File: src/rtl/td4_pkg.sv
// rtl/td4_pkg.sv - TD4 opcode and ALU source select encodings
package td4_pkg;

  localparam logic [3:0] OP_ADD_A  = 4'b0000;
  localparam logic [3:0] OP_MOV_AB = 4'b0001;
  localparam logic [3:0] OP_IN_A   = 4'b0010;
  localparam logic [3:0] OP_MOV_AI = 4'b0011;
  localparam logic [3:0] OP_MOV_BA = 4'b0100;
  localparam logic [3:0] OP_ADD_B  = 4'b0101;
  localparam logic [3:0] OP_IN_B   = 4'b0110;
  localparam logic [3:0] OP_MOV_BI = 4'b0111;
  localparam logic [3:0] OP_OUT_B  = 4'b1001;
  localparam logic [3:0] OP_OUT_I  = 4'b1011;
  localparam logic [3:0] OP_JNC    = 4'b1110;
  localparam logic [3:0] OP_JMP    = 4'b1111;

  localparam logic [1:0] SEL_A    = 2'b00;
  localparam logic [1:0] SEL_B    = 2'b01;
  localparam logic [1:0] SEL_IN   = 2'b10;
  localparam logic [1:0] SEL_ZERO = 2'b11;

endpackage

File: src/rtl/td4_decode.sv
// rtl/td4_decode.sv - combinational opcode decode: ALU source, raw load strobes, jump
module td4_decode
  import td4_pkg::*;
(
  input  logic [3:0] OP,
  input  logic       CFLAG,
  output logic [1:0] SEL,
  output logic       load_a_n,
  output logic       load_b_n,
  output logic       load_out_n,
  output logic       jump_taken
);

  always_comb begin
    SEL        = SEL_ZERO;
    load_a_n   = 1'b1;
    load_b_n   = 1'b1;
    load_out_n = 1'b1;
    jump_taken = 1'b0;
    unique case (OP)
      OP_ADD_A:  begin SEL = SEL_A;    load_a_n   = 1'b0; end
      OP_MOV_AB: begin SEL = SEL_B;    load_a_n   = 1'b0; end
      OP_IN_A:   begin SEL = SEL_IN;   load_a_n   = 1'b0; end
      OP_MOV_AI: begin SEL = SEL_ZERO; load_a_n   = 1'b0; end
      OP_MOV_BA: begin SEL = SEL_A;    load_b_n   = 1'b0; end
      OP_ADD_B:  begin SEL = SEL_B;    load_b_n   = 1'b0; end
      OP_IN_B:   begin SEL = SEL_IN;   load_b_n   = 1'b0; end
      OP_MOV_BI: begin SEL = SEL_ZERO; load_b_n   = 1'b0; end
      OP_OUT_B:  begin SEL = SEL_B;    load_out_n = 1'b0; end
      OP_OUT_I:  begin SEL = SEL_ZERO; load_out_n = 1'b0; end
      OP_JNC:    begin SEL = SEL_ZERO; jump_taken = ~CFLAG; end
      OP_JMP:    begin SEL = SEL_ZERO; jump_taken = 1'b1; end
      default:   begin SEL = SEL_ZERO; end
    endcase
  end

endmodule

File: src/rtl/td4_control.sv
// rtl/td4_control.sv - TD4 control unit: PC, carry flag, halt and gated load strobes
module td4_control
  import td4_pkg::*;
(
  input  logic       CLK,
  input  logic       RSTB,
  input  logic       EN,
  input  logic [3:0] OP,
  input  logic [3:0] IM,
  input  logic       ALU_CARRY,
  output logic [3:0] PC,
  output logic [1:0] SEL,
  output logic       LOAD_A,
  output logic       LOAD_B,
  output logic       LOAD_OUT,
  output logic       CFLAG,
  output logic       HALTED
);

  logic [3:0] pc_q, pc_d;
  logic       cflag_q, cflag_d;
  logic       halted_q, halted_d;
  logic       load_a_n, load_b_n, load_out_n, jump_taken;
  logic       exec;

  td4_decode u_decode (
    .OP         (OP),
    .CFLAG      (cflag_q),
    .SEL        (SEL),
    .load_a_n   (load_a_n),
    .load_b_n   (load_b_n),
    .load_out_n (load_out_n),
    .jump_taken (jump_taken)
  );

  assign exec = EN & ~halted_q;

  always_comb begin
    pc_d     = pc_q;
    cflag_d  = cflag_q;
    halted_d = halted_q;
    if (exec) begin
      pc_d    = jump_taken ? IM : pc_q + 4'd1;
      cflag_d = ALU_CARRY;
      // A JMP onto itself is the program's way of stopping.
      if (OP == OP_JMP && IM == pc_q) halted_d = 1'b1;
    end
  end

  always_ff @(posedge CLK or negedge RSTB) begin
    if (!RSTB) begin
      pc_q     <= 4'd0;
      cflag_q  <= 1'b0;
      halted_q <= 1'b0;
    end else begin
      pc_q     <= pc_d;
      cflag_q  <= cflag_d;
      halted_q <= halted_d;
    end
  end

  assign LOAD_A   = load_a_n   | ~exec;
  assign LOAD_B   = load_b_n   | ~exec;
  assign LOAD_OUT = load_out_n | ~exec;
  assign PC       = pc_q;
  assign CFLAG    = cflag_q;
  assign HALTED   = halted_q;

endmodule

File: config.mk
export PLATFORM = sky130hd
export DESIGN_NAME = td4_control
export DESIGN_NICKNAME = d
export VERILOG_FILES = /design/src/rtl/td4_pkg.sv /design/src/rtl/td4_decode.sv /design/src/rtl/td4_control.sv
export SDC_FILE = /design/constraint.sdc
export NUM_CORES = 1
export LEC_CHECK = 0
export ABC_AREA = 1
export CAP_MARGIN = 20
export CORE_AREA = 2 2 40 42
export CTS_CLUSTER_SIZE = 14
export DETAILED_ROUTE_END_ITERATION = 8
export DIE_AREA = 0 0 42 44
export PLACE_DENSITY = 0.67
export SLEW_MARGIN = 40
export SYNTH_ARGS = -nofsm -noshare
export SYNTH_HDL_FRONTEND = slang
export SYNTH_SLANG_ARGS = --single-unit
File: constraint.sdc
create_clock -name CLK -period 1.3 [get_ports CLK]
set_input_delay 0.195 -clock CLK [delete_from_list [all_inputs] [get_ports CLK]]
set_output_delay 0.195 -clock CLK [all_outputs]
set_load 0.05 [all_outputs]
==> results.sh, run 1 <==
export IMPL_total_met3_wirelength_after_detailed_routing_um=43
export IMPL_status="finished with violations"
export IMPL_maximum_fanout_along_the_worst_path=5
export IMPL_timing_critical_path_arrival_ns=1.11
export IMPL_worstReg2RegStart="HALTED"
export IMPL_p_int_mw=0.406
export IMPL_rsz0062_at_grt="yes"
export IMPL_die_width_um=42
export IMPL_via_count_of_the_first_global_routing_pass=504
export IMPL_numPortBuffers=22
export IMPL_failed_checks="setup timing"
export IMPL_layout_cells_most_common="nand2_1"
export IMPL_seq_area_frac_synth_pct=32.2
export IMPL_area_of_the_mapped_netlist_um2=467
export IMPL_fin_crit_sh_pct=100
export IMPL_top_signal_layer_used="met3"
export IMPL_powerDensity_mw_per_mm2=678
export IMPL_drt_pre_antenna_iters=4
export IMPL_holdCritPathClass="primary input to asynchronous set/reset pin"
export IMPL_design_core_area_mm2=0.00142
export IMPL_cts_root_to_sink_buffers=2
export IMPL_antenna_found_initial=0
export IMPL_power_switching_fraction_pct=31.5
export IMPL_grt_total_usage_pct=15.4
export IMPL_power_share_of_the_sequential_group_pct=35.3
export IMPL_leakagePower_nw=0.447
export IMPL_cell_types_with_the_largest_area_share_after_synthesis="dfrtp_1 (32%), nand2_1 (21%), nand3_1 (12%)"
export IMPL_n_fill_cell=125
export IMPL_final_period_minus_worst_setup_slack_ns=1.30
export IMPL_dp_slack_ns=-0.100
export IMPL_finish_net_count=117
export IMPL_smallest_setup_slack_after_layout_ns=-0.0000162
export IMPL_worstSkewPairLatency_ns=0.25
export IMPL_max_slew_worst_pin_slew_ns=0.301
export IMPL_cts_root_buffer_cell="clkbuf_4"
export IMPL_clkSlewWorstSetupHoldPaths_ns=0.05
export IMPL_dieArea_mm2=0.00185
export IMPL_vdd_ir_drop_worst_v=0.000575
export IMPL_worstSetupPathType="flop to primary output"
export IMPL_worst_slew_margin_rel_pct=79.9
export IMPL_rows=14
export IMPL_warnings_from_yosys=0
export IMPL_route_detailed_wl_per_inst_um=10.7
export IMPL_design_portCount=23
export IMPL_dp_hpwl_um=985
export IMPL_initial_utilization_pct=32.9
export IMPL_clock_sinks=6
export IMPL_p_switching_mw=0.187
export IMPL_routed_wl_met2_um=686
export IMPL_post_cts_hold_buffer_count=0
export IMPL_crit_path_cell_trace="nor2_4 -> nand4_1 -> buf_6"
export IMPL_syn_area_per_cell_um2=6.67
export IMPL_setup_reg_to_reg_worst_slack_ns=0.10
export IMPL_achievable_frequency_ghz=0.769
export IMPL_overflow=0
export IMPL_timing_critical_path_required_ns=1.11
export IMPL_pwr_share_comb_pct=32.3
export IMPL_viasPerCell=4.65
export IMPL_synth_net_count=83
export IMPL_total_power_mw=0.593
export IMPL_cts_htree_levels=1
export IMPL_count_of_distinct_cell_types_in_the_synthesized_netlist=17
export IMPL_cts_tree="done"
export IMPL_syn_inst=70
export IMPL_routabilityCongestion=0.792
export IMPL_timing_critical_path_slowest_cell_delay_ns=0.42
export IMPL_final_layout_size_suffix_gt1_share_pct=30.1
export IMPL_diodes=0
export IMPL_hold_viol=0
export IMPL_synth_largest_type_area_fraction_pct=32.2
export IMPL_layout_cells_most_common_list="nand2_1 (26), nand3_1 (11), inv_1 (8), buf_12 (8)"
export IMPL_slew_viol_final=0
export IMPL_detailedRoute_firstIterationViolations=6
export IMPL_antenna_violating_nets_remaining=0
export IMPL_vias=553
export IMPL_clock_skew_ns=0.00639
export IMPL_synth_ff_latch_count=6
export IMPL_fin_setup_tns_ns=-0.0000162
export IMPL_worstRegToRegCells=7
export IMPL_detail_route_drc_violations=0
export IMPL_drt_total_wl_um=1270
export IMPL_grt_max_degree=7
export IMPL_critPathSlowestCell="dfrtp_2"
export IMPL_max_cap_violations=0
export IMPL_cts_inserted_buffers=3
export IMPL_critical_path_startpoint_type="flop"
export IMPL_synthToLayoutAreaGrowth_pct=87.1
export IMPL_r2r_end="PC[2]"
export IMPL_endpoint_kind="primary output"
export IMPL_m1WireLength_um=540
export IMPL_die_height_um=44
export IMPL_grt_pass1_wl_um=2070
export IMPL_netlist_top_cell_by_area="dfrtp_1"
export IMPL_clock_power_share_pct=32.4
export IMPL_postLayoutCoreUtil_pct=61.6
export IMPL_finalSetupViolations=1
cells by family after synthesis:
logic type                 count (synthesis)  synth area share [%]
and+or+nand+nor                           46                  46.1
buffers and inverters                     11                  9.38
DFF                                        6                  32.2
xor gates and xnor gates                   4                  7.51
AOI/OAI and AO/OA                          2                  2.14
adders and majority gates                  1                  2.68
power groups by stage:
stage	Sequential (mW)	Combinational (mW)	Clock [mW]
after global placement	0.212	0.193	0
after floorplan	0.236	0.0582	0
after global routing	0.211	0.204	0.204
after CTS	0.209	0.193	0.203
after detailed placement	0.212	0.194	0
final	0.209	0.192	0.192
layer usage:
layer | vias up | global-route usage (%)
met5 | - | 0
met4 | 0 | 12.3
met3 | 0 | 4.17
met2 | 12 | 24.7
met1 | 256 | 17.2
li1 | 285 | -
through the flow:
step                      instances  hold slack [ns]  cell area, µm²
after floorplan                  70           -0.101             470
after global placement          111            0.453             806
after detailed placement        111            0.457             806
after CTS                       118            0.182             863
after global routing            119            0.204             873
final                           119            0.184             873
repair_timing:
item | in CTS | in global routing
setup endpoints to repair | 4 | 5
pin swaps | 3 | 2
cloned | 0 | 0
gates resized for setup | 8 | 1
setup buffers | 3 | 1
registers in the layout, summed over array words and instances (netlist names):
register / cells
CFLAG: 1
PC: 4
HALTED: 1
synthesized netlist by cell type:
library cell,instances
a21oi_1,1
clkinv_1,1
dfrtp_1,6
ha_1,1
inv_1,8
inv_2,1
inv_4,1
nand2_1,26
nand2_2,2
nand3_1,11
nand3b_1,1
nand4_1,2
nor2_1,2
nor2_4,2
o21ai_0,1
xnor2_1,1
xor2_1,3
critical path, delay by kind of cell (launching register included):
family,cells,cell delay (ns)
simple gates,2,0.26
buf+inv,1,0.18
flops,1,0.42
area by class of cell:
| cell class | count | area, µm² | area share (%) |
|---|---|---|---|
| inverter | 11 | 45.0 | 5.16 |
| timing repair buffer | 29 | 355 | 40.7 |
| tap | 16 | 20.0 | 2.29 |
| sequential | 6 | 154 | 17.6 |
| clock buffer | 4 | 26.3 | 3.01 |
| multi-input combinational | 53 | 273 | 31.2 |
worst max-delay path by stage:
stage                 from        to  slack (ns)  cells after the start
floorplan           HALTED  LOAD_OUT       -0.12                      2
global placement     OP[0]    SEL[1]       -0.11                      5
detailed placement   OP[0]    SEL[1]        -0.1                      5
CTS                 HALTED  LOAD_OUT       -0.04                      3
global route        HALTED  LOAD_OUT       -0.03                      3
finish              HALTED  LOAD_OUT    -0.00002                      3
No activity file was read; power rests on OpenSTA's default activity.
==> run 2, diff against run 1 <==
==> constraint.sdc (replaced) <==
create_clock -name CLK -period 1.3 [get_ports CLK]
set_input_delay 0.195 -clock CLK [delete_from_list [all_inputs] [get_ports CLK]]
set_output_delay 0.195 -clock CLK [all_outputs]
set_load 0.005 [all_outputs]
==> run 2 against run 1 <==
Against the previous run: the run now ends clean; hold slack improved by 0.0049 ns; clock skew decreased by 0.0026 ns; non-clock buffer count increased by 7; power decreased by 15%; count of clock-buffer cells in the layout decreased by 1; register-to-register slack improved by 0.03 ns; sequential share of layout area increased by 0.42 points; largest cell class unchanged; largest power group unchanged.
==> results.sh, run 2 (synthesis gave the netlist of run 1 again) <==
export IMPL_layout_cells_most_common="nand2_1"
export IMPL_max_cap_violations=0
export IMPL_design_core_area_mm2=0.00142
export IMPL_rsz0062_at_grt="yes"
export IMPL_routabilityCongestion=0.724
export IMPL_dp_slack_ns=-0.326
export IMPL_hold_worst_slack_ns=0.189
export IMPL_powerDensity_mw_per_mm2=608
export IMPL_worstRegToRegCells=6
export IMPL_cts_root_buffer_cell="clkbuf_4"
export IMPL_initial_utilization_pct=32.9
export IMPL_maximum_fanout_along_the_worst_path=4
export IMPL_grt_max_degree=8
export IMPL_cts_tree="done"
export IMPL_die_height_um=44
export IMPL_timing_critical_path_required_ns=1.11
export IMPL_postLayoutCoreUtil_pct=58.6
export IMPL_slew_viol_final=0
export IMPL_holdCritPathClass="primary input to asynchronous set/reset pin"
export IMPL_cts_inserted_buffers=3
export IMPL_status="finished clean"
export IMPL_endpoint_kind="primary output"
export IMPL_grt_pass1_wl_um=2100
export IMPL_final_period_minus_worst_setup_slack_ns=1.25
export IMPL_vias=549
export IMPL_antenna_found_initial=0
export IMPL_dieArea_mm2=0.00185
export IMPL_post_cts_hold_buffer_count=0
export IMPL_final_cells=125
export IMPL_detailedRoute_firstIterationViolations=6
export IMPL_top_signal_layer_used="met3"
export IMPL_route_detailed_wl_per_inst_um=9.89
export IMPL_achievable_frequency_ghz=0.803
export IMPL_design_portCount=23
export IMPL_largest_reg_flops=4
export IMPL_rows=14
export IMPL_timing_critical_path_arrival_ns=1.05
export IMPL_numPortBuffers=22
export IMPL_timing_critical_path_from="EN"
export IMPL_dp_hpwl_um=977
export IMPL_finish_net_count=124
export IMPL_diodes=0
export IMPL_leakagePower_nw=0.494
export IMPL_setup_reg_to_reg_worst_slack_ns=0.13
export IMPL_worst_slew_margin_rel_pct=82.9
export IMPL_worstSkewPairLatency_ns=0.24
export IMPL_max_slew_worst_pin_slew_ns=0.256
export IMPL_total_power_mw=0.506
export IMPL_routed_wl_met2_um=648
export IMPL_overflow=0
export IMPL_via_count_of_the_first_global_routing_pass=525
export IMPL_die_width_um=42
export IMPL_crit_path_end="LOAD_OUT"
export IMPL_cts_root_to_sink_buffers=2
export IMPL_viasPerCell=4.39
export IMPL_cts_htree_levels=1
export IMPL_grt_total_usage_pct=15.1
export IMPL_vdd_ir_drop_worst_v=0.000468
export IMPL_detail_route_drc_violations=0
export IMPL_critical_path_startpoint_type="primary input"
export IMPL_layout_cells_most_common_list="nand2_1 (26), buf_4 (13), nand3_1 (11), inv_1 (8)"
export IMPL_post_place_cells=117
export IMPL_fin_crit_sh_pct=95.8
export IMPL_finalSetupViolations=0
export IMPL_worstSetupPathType="primary input to primary output"
export IMPL_drt_pre_antenna_iters=4
export IMPL_drt_total_wl_um=1240
export IMPL_worstReg2RegStart="PC[0]"
export IMPL_antenna_violating_nets_remaining=0
export IMPL_r2r_end="PC[2]"
export IMPL_final_layout_size_suffix_gt1_share_pct=25.7
export IMPL_clock_sinks=6
export IMPL_clkSlewWorstSetupHoldPaths_ns=0.04
export IMPL_synthToLayoutAreaGrowth_pct=78.3
export IMPL_smallest_setup_slack_after_layout_ns=0.0542
export IMPL_total_met3_wirelength_after_detailed_routing_um=40
export IMPL_m1WireLength_um=548
export IMPL_clock_skew_ns=0.00375
export IMPL_hold_viol=0
## run 2: cell types whose count changed in the layout (fill, tap and decap cells not counted), moves of 2 or more
| cell | change |
|---|---|
| buf_12 | -8 |
| buf_6 | -2 |
| clkbuf_2 | +3 |
| dfrtp_1 | +3 |
| dlymetal6s2s_1 | +6 |
| dfrtp_2 | -3 |
| buf_4 | +6 |
## run 2: where the power goes
group          switching, mW  internal [mW]
clock                 0.0579          0.104
combinational         0.0637         0.0819
sequential           0.00352          0.195
## run 2: timing repair
action                                  CTS  global route
endpoints found under the setup margin   10            10
buffers inserted                          5             0
pin swaps                                 0             1
gates resized for setup                  16            11
## run 2: per-layer routing
layer | global-route usage (%) | vias to the layer above
li1 | - | 298
met1 | 19.2 | 241
met2 | 23.8 | 10
met3 | 2.50 | 0
met4 | 9.68 | 0
met5 | 0 | -
## run 2: worst min-delay path by stage
stage,endpoint,depth (start not counted),slack [ns],start
6_report,PC[3],1,0.19,RSTB
5_1_grt,CFLAG,1,0.21,RSTB
4_1_cts,CFLAG,1,0.18,RSTB
3_5_place_dp,CFLAG,1,0.44,RSTB
3_3_place_gp,HALTED,1,0.44,RSTB
2_1_floorplan,CFLAG,0,-0.10,RSTB
## run 2: metrics by stage
step / setup TNS (ns) / cell area, µm²
final: 0 / 832
after CTS: 0 / 828
after floorplan: 0 / 467
after global placement: -1.97 / 774
after detailed placement: -2.12 / 774
after global routing: -0.00197 / 832
## run 2: worst max-delay path, cell delays in order
cell and delay, ns:
clkdlybuf4s50_1 0.47, inv_2 0.04, nor2_4 0.13, nand4_1 0.08, buf_2 0.14
## run 2: cell type report
cell class | count | area, µm²
fill | 128 | 587
timing repair buffer | 36 | 322
multi-input combinational | 53 | 273
sequential | 6 | 150
inverter | 11 | 45.0
clock buffer | 3 | 22.5
tap | 16 | 20.0
==> run 3, diff against run 2 <==
--- a/config.mk
+++ b/config.mk
@@ -16,3 +16,4 @@
 export SYNTH_ARGS = -nofsm -noshare
 export SYNTH_HDL_FRONTEND = slang
 export SYNTH_SLANG_ARGS = --single-unit
+export TNS_END_PERCENT = 5
==> run 3 against run 2 <==
Against the previous run: hold slack improved by 0.0024 ns; die area stayed put; sequential cell count unchanged; maximum frequency hardly changed; combinational power is 11% lower; largest cell class is now multi-input combinational cells; largest power group unchanged; highest routed layer unchanged.
==> results.sh, run 3 (synthesis gave the netlist of run 1 again) <==
export IMPL_n_fill_cell=140
export IMPL_hold_worst_slack_ns=0.191
export IMPL_grt_pass1_wl_um=2040
export IMPL_rsz0062_at_grt="yes"
export IMPL_max_slew_worst_pin_slew_ns=0.259
export IMPL_cts_root_to_sink_buffers=2
export IMPL_clkSlewWorstSetupHoldPaths_ns=0.04
export IMPL_fin_crit_sh_pct=95.7
export IMPL_diodes=0
export IMPL_grt_max_degree=8
export IMPL_dp_hpwl_um=977
export IMPL_initial_utilization_pct=32.9
export IMPL_layout_cells_most_common_list="nand2_1 (26), nand3_1 (11), inv_1 (8), dlygate4sd2_1 (8), buf_4 (8)"
export IMPL_cts_tree="done"
export IMPL_total_power_mw=0.495
export IMPL_design_core_area_mm2=0.00142
export IMPL_antenna_violating_nets_remaining=0
export IMPL_final_period_minus_worst_setup_slack_ns=1.24
export IMPL_final_layout_size_suffix_gt1_share_pct=22.1
export IMPL_rows=14
export IMPL_detail_route_drc_violations=0
export IMPL_die_width_um=42
export IMPL_leakagePower_nw=0.429
export IMPL_vias=524
export IMPL_cts_inserted_buffers=3
export IMPL_overflow=0
export IMPL_drt_pre_antenna_iters=2
export IMPL_timing_critical_path_arrival_ns=1.05
export IMPL_largest_reg_flops=4
export IMPL_numPortBuffers=22
export IMPL_hold_viol=0
export IMPL_routabilityCongestion=0.724
export IMPL_status="finished clean"
export IMPL_critical_path_startpoint_type="primary input"
export IMPL_final_cells=120
export IMPL_worstSetupPathType="primary input to primary output"
export IMPL_worst_slew_margin_rel_pct=82.7
export IMPL_route_detailed_wl_per_inst_um=9.71
export IMPL_detailedRoute_firstIterationViolations=3
export IMPL_synthToLayoutAreaGrowth_pct=67.0
export IMPL_clock_sinks=6
export IMPL_fin_setup_tns_ns=0
export IMPL_timing_critical_path_required_ns=1.11
export IMPL_maximum_fanout_along_the_worst_path=4
export IMPL_cts_htree_levels=1
export IMPL_cts_root_buffer_cell="clkbuf_4"
export IMPL_via_count_of_the_first_global_routing_pass=504
export IMPL_slew_viol_final=0
export IMPL_viasPerCell=4.37
export IMPL_worstSkewPairLatency_ns=0.24
export IMPL_antenna_found_initial=0
export IMPL_finalSetupViolations=0
export IMPL_clock_skew_ns=0.00279
export IMPL_vdd_ir_drop_worst_v=0.000477
export IMPL_max_cap_violations=0
export IMPL_drt_total_wl_um=1170
export IMPL_powerDensity_mw_per_mm2=635
export IMPL_dieArea_mm2=0.00185
export IMPL_holdCritPathClass="primary input to asynchronous set/reset pin"
export IMPL_post_place_cells=117
export IMPL_achievable_frequency_ghz=0.803
export IMPL_grt_total_usage_pct=14.7
export IMPL_layout_cells_most_common="nand2_1"
export IMPL_design_portCount=23
export IMPL_die_height_um=44
export IMPL_finish_net_count=119
export IMPL_endpoint_kind="primary output"
-- run 3: changes by cell type in the layout (fill, tap and decap cells not counted) --
cell,before,now
buf_2,1,0
clkbuf_2,3,4
dlymetal6s2s_1,7,3
dlygate4sd2_1,4,8
buf_4,13,8
-- run 3: final timing paths --
| check | start | endpoint | depth (start not counted) | slack (ns) |
|---|---|---|---|---|
| min in group CLK | OP[1] | HALTED | 5 | 0.44 |
| min | RSTB | PC[3] | 1 | 0.19 |
| max reg2reg | PC[1] | PC[2] | 5 | 0.21 |
| min reg2reg | CFLAG | CFLAG | 2 | 0.50 |
| max | EN | LOAD_OUT | 5 | 0.06 |
| max in group asynchronous | RSTB | PC[0] | 1 | 0.90 |
-- run 3: cell type report --
cell class                 count  area [µm²]  share of cell area [%]
multi-input combinational     53         273                    35.0
timing repair buffer          31         269                    34.5
sequential                     6         150                    19.3
inverter                      11        45.0                    5.78
clock buffer                   3        22.5                    2.89
tap                           16        20.0                    2.57
-- run 3: per-stage QoR --
| stage | setup slack, ns | instance area [µm²] | utilization (%) |
|---|---|---|---|
| CTS | -0.0716 | 790 | 55.6 |
| global placement | -0.302 | 774 | 54.6 |
| detailed placement | -0.326 | 774 | 54.6 |
| finish | 0.0554 | 779 | 54.9 |
| global route | -0.00822 | 779 | 54.9 |
| floorplan | 0.232 | 467 | - |
-- run 3: timing repair --
action,4_1_cts,5_1_grt
resized for setup,17,9
endpoints found under the setup margin,10,7
buffers inserted,0,0
hold buffers,0,0
pin swaps,0,1
-- run 3: worst max-delay path: stages --
cell             delay (ns)
clkdlybuf4s50_1        0.47
inv_2                  0.05
nor2_4                 0.13
nand4_1                0.09
clkbuf_2               0.12
-- run 3: metal layers --
layer	global-route usage, %	vias to the layer above	share of wire (%)
met5	0	-	0
met4	9.68	0	0
met3	2.50	0	1.8
met2	23.1	6	50
met1	18.7	229	48
li1	-	289	-
-- run 3: power breakdown --
group | switching (mW) | internal (mW) | total, mW
logic | 0.0576 | 0.0724 | 0.130
registers | 0.00732 | 0.195 | 0.203
clock network | 0.0581 | 0.104 | 0.162
total | 0.123 | 0.372 | 0.495
